### config.mk
export PLATFORM = sky130hd
export DESIGN_NAME = rr_mux_arb
export DESIGN_NICKNAME = d
export VERILOG_FILES = /design/src/rtl/rr_mux_arb.sv
export SDC_FILE = /design/constraint.sdc
export NUM_CORES = 1
export LEC_CHECK = 0
export ABC_AREA = 1
export CORE_ASPECT_RATIO = 1.25
export CORE_MARGIN = 3
export CORE_UTILIZATION = 40
export CTS_CLUSTER_DIAMETER = 40
export CTS_CLUSTER_SIZE = 10
export DETAILED_ROUTE_END_ITERATION = 6
export PLACE_DENSITY = 0.73
export REMOVE_ABC_BUFFERS = 1
export SLEW_MARGIN = 10
export SYNTH_ARGS = -nofsm -noshare
export SYNTH_HDL_FRONTEND = slang
export SYNTH_SLANG_ARGS = --single-unit
### constraint.sdc
create_clock -name clk -period 3.6 [get_ports clk]
set_input_delay 0.36 -clock clk [delete_from_list [all_inputs] [get_ports clk]]
set_output_delay 0.36 -clock clk [all_outputs]
set_load 0.1 [all_outputs]
### src/rtl/rr_mux_arb.sv
// N-channel registered multiplexer whose select comes from an internal
// round-robin / fixed-priority arbiter, with a single backpressured output stage.
module rr_mux_arb #(
    parameter int unsigned  N_CH   = 4,
    parameter int unsigned  DATA_W = 8,
    localparam int unsigned CH_W   = $clog2(N_CH)
) (
    input  logic                     clk,
    input  logic                     rst_n,
    input  logic                     mode,
    input  logic [N_CH*DATA_W-1:0]   in_data,
    input  logic [N_CH-1:0]          in_valid,
    output logic [N_CH-1:0]          in_ready,
    output logic [DATA_W-1:0]        out_data,
    output logic                     out_valid,
    input  logic                     out_ready,
    output logic [CH_W-1:0]          out_ch,
    output logic [15:0]              busy_cnt
);

    logic [CH_W-1:0]   ptr;
    logic [CH_W-1:0]   grant_idx;
    logic              grant_any;
    logic              load_en;
    logic [DATA_W-1:0] sel_data;
    int unsigned       idx;

    assign load_en = !out_valid || out_ready;

    // Search order starts at ptr in round-robin mode, at 0 in fixed mode;
    // the wrap is a compare-and-subtract so non power-of-2 N_CH never aliases.
    always_comb begin
        grant_any = 1'b0;
        grant_idx = '0;
        idx       = 0;
        for (int unsigned i = 0; i < N_CH; i++) begin
            if (mode) begin
                idx = i;
            end else begin
                idx = i + 32'(ptr);
                if (idx >= N_CH) idx = idx - N_CH;
            end
            if (!grant_any && in_valid[idx[CH_W-1:0]]) begin
                grant_any = 1'b1;
                grant_idx = idx[CH_W-1:0];
            end
        end
    end

    always_comb begin
        sel_data = '0;
        for (int unsigned i = 0; i < N_CH; i++) begin
            if (grant_idx == CH_W'(i)) sel_data = in_data[i*DATA_W +: DATA_W];
        end
    end

    always_comb begin
        in_ready = '0;
        if (rst_n && load_en && grant_any) begin
            for (int unsigned i = 0; i < N_CH; i++) begin
                in_ready[i] = (grant_idx == CH_W'(i));
            end
        end
    end

    always_ff @(posedge clk or negedge rst_n) begin
        if (!rst_n) begin
            out_valid <= 1'b0;
            out_data  <= '0;
            out_ch    <= '0;
            busy_cnt  <= '0;
            ptr       <= '0;
        end else begin
            if (load_en) begin
                if (grant_any) begin
                    out_data  <= sel_data;
                    out_ch    <= grant_idx;
                    out_valid <= 1'b1;
                    ptr       <= (grant_idx == CH_W'(N_CH - 1)) ? '0 : grant_idx + 1'b1;
                end else begin
                    out_valid <= 1'b0;
                end
            end
            if (out_valid && !out_ready && busy_cnt != '1) begin
                busy_cnt <= busy_cnt + 16'd1;
            end
        end
    end

endmodule

[Yosys cells after proc, flatten, opt, wreduce, memory -nomap -nowiden]
Cells that the tools add are included.
Storage, ports and cells
  flip-flop bits (word level): 29
  bits of input ports: 40
  output and inout bits: 31
  logic and storage cells: 72
Cells by class
  $add $sub $neg: 9
  $lt $le $gt $ge: 8
  equal/unequal tests: 4
  multiplexer cells: 31
  reduce and logical (&&, ||, !) cells: 15
Operators with widths (count)
  2-to-1 mux 8 bit: 4
  2-to-1 mux 2 bit: 13
  adder 16 x 1 -> 16 bit, second input constant: 1
  inequality test 16 bit, second input constant: 1
  < comparator 2 x 3 -> 1 bit, second input constant: 4
  greater-or-equal comparator 3 bit, second input constant: 3
  2-to-1 mux 1 bit: 9
  binary-select mux 1 bit (select 2 bit): 4
  subtractor 2 x 1 -> 2 bit, second input constant: 4
  logical AND 1 bit: 7
  adder 2 x 2 -> 3 bit, first input constant: 2
  zero test 1 bit: 5
  equality test 2 bit, second input constant: 2
  2-to-1 mux 4 bit: 1
  adder 1 x 2 -> 3 bit, first input constant: 1
  greater-or-equal comparator 2 x 3 -> 1 bit, second input constant: 1
  adder 2 x 1 -> 2 bit, second input constant: 1
  equality test 2 x 1 -> 1 bit, second input constant: 1
  zero test 2 bit: 1
  AND reduction 2 bit: 1
  logical OR 1 bit: 1

[Longest topological paths before layout]
  depth in word-level cells: 20
  mapped depth: 21
  depth with buffers taken out: 21

[Worst setup path before layout]
Ideal clock, no wire load.
  path type: register -> output
  start: register ptr[0]
  end: output in_ready[3]
  arrival: 3.163 ns
  required time: 3.240 ns
  slack: 0.077 ns
  cell stages (with the launch flop): 16
  path buffers: 3
  cell sequence: dfrtp_1 -> buf_4 -> nand2_1 -> inv_1 -> nor2_1 -> nand2_1 -> nand2_4 -> nand3_2 -> nor2_1 -> nand2_1 -> nand2_1 -> ha_1 -> clkbuf_1 -> clkbuf_1 -> inv_1 -> nor2_1
Between the ends
  cells in the longest elaborated chain, start to end: 17
  elaborated cells on any way between the ends: 44
  classes of those cells: add/sub: 7; order compare: 4; eq/ne: 1; mux: 25; reduce/logical: 7
RTL lines
  from (decl): RTL line 21  | logic [CH_W-1:0] ptr;
  from (signal assigned): RTL line 79  | ptr <= (grant_idx == CH_W'(N_CH - 1)) ? '0 : grant_idx + 1'b1;
  branches (longest 14 deep; another with adder 1 x 2 -> 3 bit)
  2-to-1 mux 2 bit *: RTL line 43  | if (!grant_any && in_valid[idx[CH_W-1:0]]) begin
  via grant_idx[1]: RTL line 22  | logic [CH_W-1:0] grant_idx;
  equality test 2 bit *: RTL line 61  | in_ready[i] = (grant_idx == CH_W'(i));
  2-to-1 mux 4 bit *: RTL line 59  | if (rst_n && load_en && grant_any) begin
  to (decl): RTL line 13  | output logic [N_CH-1:0] in_ready,
Mark *: on every way through the listed nets, which the timed path passes. The select of a mux whose other input is x is not followed.

[Worst setup path in the final report]
  start: input mode
  end: output in_ready[2]
Between the ends
  cells in the longest elaborated chain, start to end: 15
  elaborated cells on any way between the ends: 29
  classes of those cells: eq/ne: 1; mux: 21; reduce/logical: 7
RTL lines
  from (decl): RTL line 10  | input logic mode,
  2-to-1 mux 2 bit: RTL line 37  | if (mode) begin
  binary-select mux 1 bit (select 2 bit): RTL line 43
  2-to-1 mux 1 bit (not written as such): RTL line 43
  2-to-1 mux 1 bit: RTL line 43
  zero test 1 bit: RTL line 43
  logical AND 1 bit: RTL line 43
  2-to-1 mux 1 bit: RTL line 43
  zero test 1 bit: RTL line 43
  logical AND 1 bit: RTL line 43
  2-to-1 mux 1 bit: RTL line 43
  zero test 1 bit: RTL line 43
  logical AND 1 bit: RTL line 43
  2-to-1 mux 2 bit *: RTL line 43
  via grant_idx[1]: RTL line 22
  equality test 2 bit *: RTL line 61
  2-to-1 mux 4 bit *: RTL line 59
The timed path passes the listed nets; every way through them passes the cells marked *. The select of a mux whose other input is x is not followed.

==> summary.txt <==
Critical path
  – Worst path max stage delay: 0.47 ns
  – Worst setup path category: input port to primary output
  – CP max FO: 9
  – CP max stage cell: clkdlybuf4s50_1
  – Crit-path cells: clkdlybuf4s50_1 > inv_2 > nand2_4 > nand2_1 > nand3_1 > nand2_2 > nand3_2 > nor2_1 > nand2_1 > nand2_1 > ha_1 > inv_1 > nor2_1 > buf_12
  – CP arrival: 2.88 ns
  – CP most frequent cell: nand2_1
  – Worst setup SP type: input port
  – Req. time, crit path: 3.24 ns
  – CP endpoint kind: primary output

Logic synthesis
  – Synth cell types: 23
  – Post-synth top cells: 114 x nand2_1, 29 x dfrtp_1, 20 x nor2_1, 19 x o21ai_0, 18 x inv_1
  – Async S/R FF share, synth: 100.0%
  – Yosys warning count: 0
  – Largest area contributor in the synthesized netlist: dfrtp_1
  – Post-Syn Area: 1953 um^2
  – EDFF count, synth: 0
  – Seq cells post-synth: 29
  – Top_reg_cell synth: dfrtp_1
  – Synth top area cells: dfrtp_1 37%, nand2_1 22%, o21ai_0 4.9%
  – Synth top area share: 37.16%
  – Cells after Synth: 281
  – Seq/Total Area, Yosys: 37.16%
  – Top-count cell post-synth: nand2_1
  – Post-Syn Area per Cell: 6.951 um^2

Floorplanning
  – Die ar.: 5763 um^2
  – Ports: 71
  – Rows: 27
  – Core area: 4561 um^2
  – Initial core utilization: 42.83%
  – Die height: 84.13 um
  – Die W: 68.50 um

Timing
  – Final min period: 3.235 ns
  – Slew margin rel.: 32.23%
  – Period utilization: 89.86%
  – Slew @ Worst Pin: 1.013 ns
  – Max Slew Vio Count: 0
  – Finish-stage setup viols: 0
  – Final hold viol count: 0
  – RSZ-0062 raised after global routing: no
  – FMAX: 0.3091 GHz
  – Hold slack: 0.4565 ns
  – Final Skew: 0.01085 ns
  – Final TNS setup: 0 ns

Clock network
  – Worst-Skew Late Latency: 0.28 ns
  – Post-CTS sizing: 0
  – TritonCTS clock tree: yes
  – Clock transition at path regs: 0.07 ns
  – Post-CTS Setup Bufs: 0
  – # hold bufs at CTS: 0
  – CTS root buf: clkbuf_8
  – Clock sinks: 29
  – Htree depth: 2
  – Clock Path Buffers: 2
  – Inserted Clock Buffers: 5

Power and ir drop
  – Combinational Power Share: 69.1%
  – PwrDens: 906.6 nW/um^2
  – Sequential Power Share: 20.6%
  – Int Pwr: 1.081 mW
  – Net Sw Power: 1.490 mW
  – Clock power share: 10.3%
  – Leakage: 1.349 nW
  – Worst vdd ir: 0.0006590 V
  – Sw Share: 57.95%

Final layout
  – Share of layout cells above drive strength 1: 8.192%
  – FF/Latch Area: 725.7 um^2
  – Area grow syn2layout: 45.23%
  – Multi-input logic area: 1099 um^2
  – Fillers: 450
  – Number of diodes: 0
  – Nets: 399

Place
  – Port bufs: 70
  – Placer congestion estimate: 0.8578
  – HPWL after DPL: 4.230 mm

Detailed routing
  – Routed vias: 2032
  – Final wirelength: 5.280 mm
  – DR WL/cell: 12.82 um
  – First DRT Iteration DRCs: 47
  – Remaining DRCs: 0
  – Vias/cell: 4.932
  – Antenna-violating nets left: 0
  – First drt pass iteration count: 4

Status
  – Status: complete, no violations

Global routing
  – Largest net degree at the start of global routing: 31
  – First-pass GRT wire length: 8.666 mm
  – Total global routing overflow: 0
  – Via count of the first global-routing pass: 1975
  – GRT Util Overall: 19.43%
  – Antenna violations before repair: 0

Worst hold path
  – Min-delay worst type: input port to async pin

Flow run
  – Max-cap violations: 0
## layer usage
metal  part of all wire [%]  track usage (%)  wire [um]
met4                    2.2            5.787        117
met1                     42            22.68       2200
met3                    2.7            3.639        145
met2                     53            34.58       2816
met5                      0                0          0
## per-stage QoR
stage | instances | area [um^2] | setup slack [ns] | total power [mW] | util [%]
final | 412 | 2836 | 0.3649 | 2.572 | 62.19
after detailed placement | 405 | 2750 | 0.3511 | 2.312 | 60.30
after global placement | 405 | 2750 | 0.3679 | 2.287 | 60.30
after CTS | 412 | 2836 | 0.3659 | 2.589 | 62.19
after floorplan | 273 | 1907 | 0.2596 | 1.834 | -
after global routing | 412 | 2836 | 0.1317 | 2.751 | 62.19
## cell usage in the layout, fill, tap and decap left out
cell             count
a21oi_1             10
buf_12               4
buf_4                4
clkbuf_1             1
clkbuf_8             6
clkdlybuf4s50_1     66
dfrtp_1             29
ha_1                 5
inv_1               18
inv_2                4
nand2_1            114
nand2_2              4
nand2_4              3
nand3_1             17
nand3_2              1
nand4_1              6
nor2_1              20
nor2_4               3
nor3_1               1
nor3b_1              1
nor4_1               3
o21ai_0             19
xnor2_1              7
xor2_1               8
## path summary, 6_finish.rpt
| check | cells after the start | start | slack [ns] | endpoint |
|---|---|---|---|---|
| worst max-delay path | 14 | mode | 0.36 | in_ready[2] |
| worst min-delay path | 2 | rst_n | 0.46 | busy_cnt[14] |
| worst max register to register | 18 | ptr[0] | 0.77 | out_data[1] |
| worst min register to register | 2 | out_data[4] | 0.47 | out_data[4] |
| max in group asynchronous | 2 | rst_n | 2.86 | busy_cnt[4] |
| min in group clk | 2 | out_data[4] | 0.47 | out_data[4] |
## cell families (layout without fill, tap and decap cells)
group / Yosys count / in the layout / synth area share (%)
simple gates: 173 / 173 / 38.88
flops: 29 / 29 / 37.16
buf+inv: 30 / 103 / 6.597
fa+ha+maj: 5 / 5 / 3.203
xor+xnor: 15 / 15 / 6.727
compound gates: 29 / 29 / 7.431
## final cells by class
| class | instances | share of cell area [%] |
|---|---|---|
| multi-input combinational | 222 | 38.73 |
| timing repair buffer | 74 | 27.17 |
| sequential | 29 | 25.58 |
| clock buffer | 7 | 3.044 |
| inverter | 22 | 2.911 |
| tap | 58 | 2.558 |
## power groups by stage
stage	Combinational, mW	Clock [mW]	Sequential (mW)
detailed placement	1.78	0	0.533
CTS	1.79	0.273	0.530
floorplan	0.698	0	1.14
global placement	1.76	0	0.527
finish	1.78	0.264	0.530
global route	1.92	0.289	0.544
## state kept, by name (all words and copies together) (netlist names)
signal     cells
busy_cnt      16
out_ch         2
out_data       8
out_valid      1
ptr            2
## critical path: cells and delay by family
kind	cells	cell delay (ns)
buffers and inverters	4	1.05
adder cells (fa/ha/maj)	1	0.38
AND/OR/NAND/NOR	9	1.08
Power figures use the tool's default switching activity.
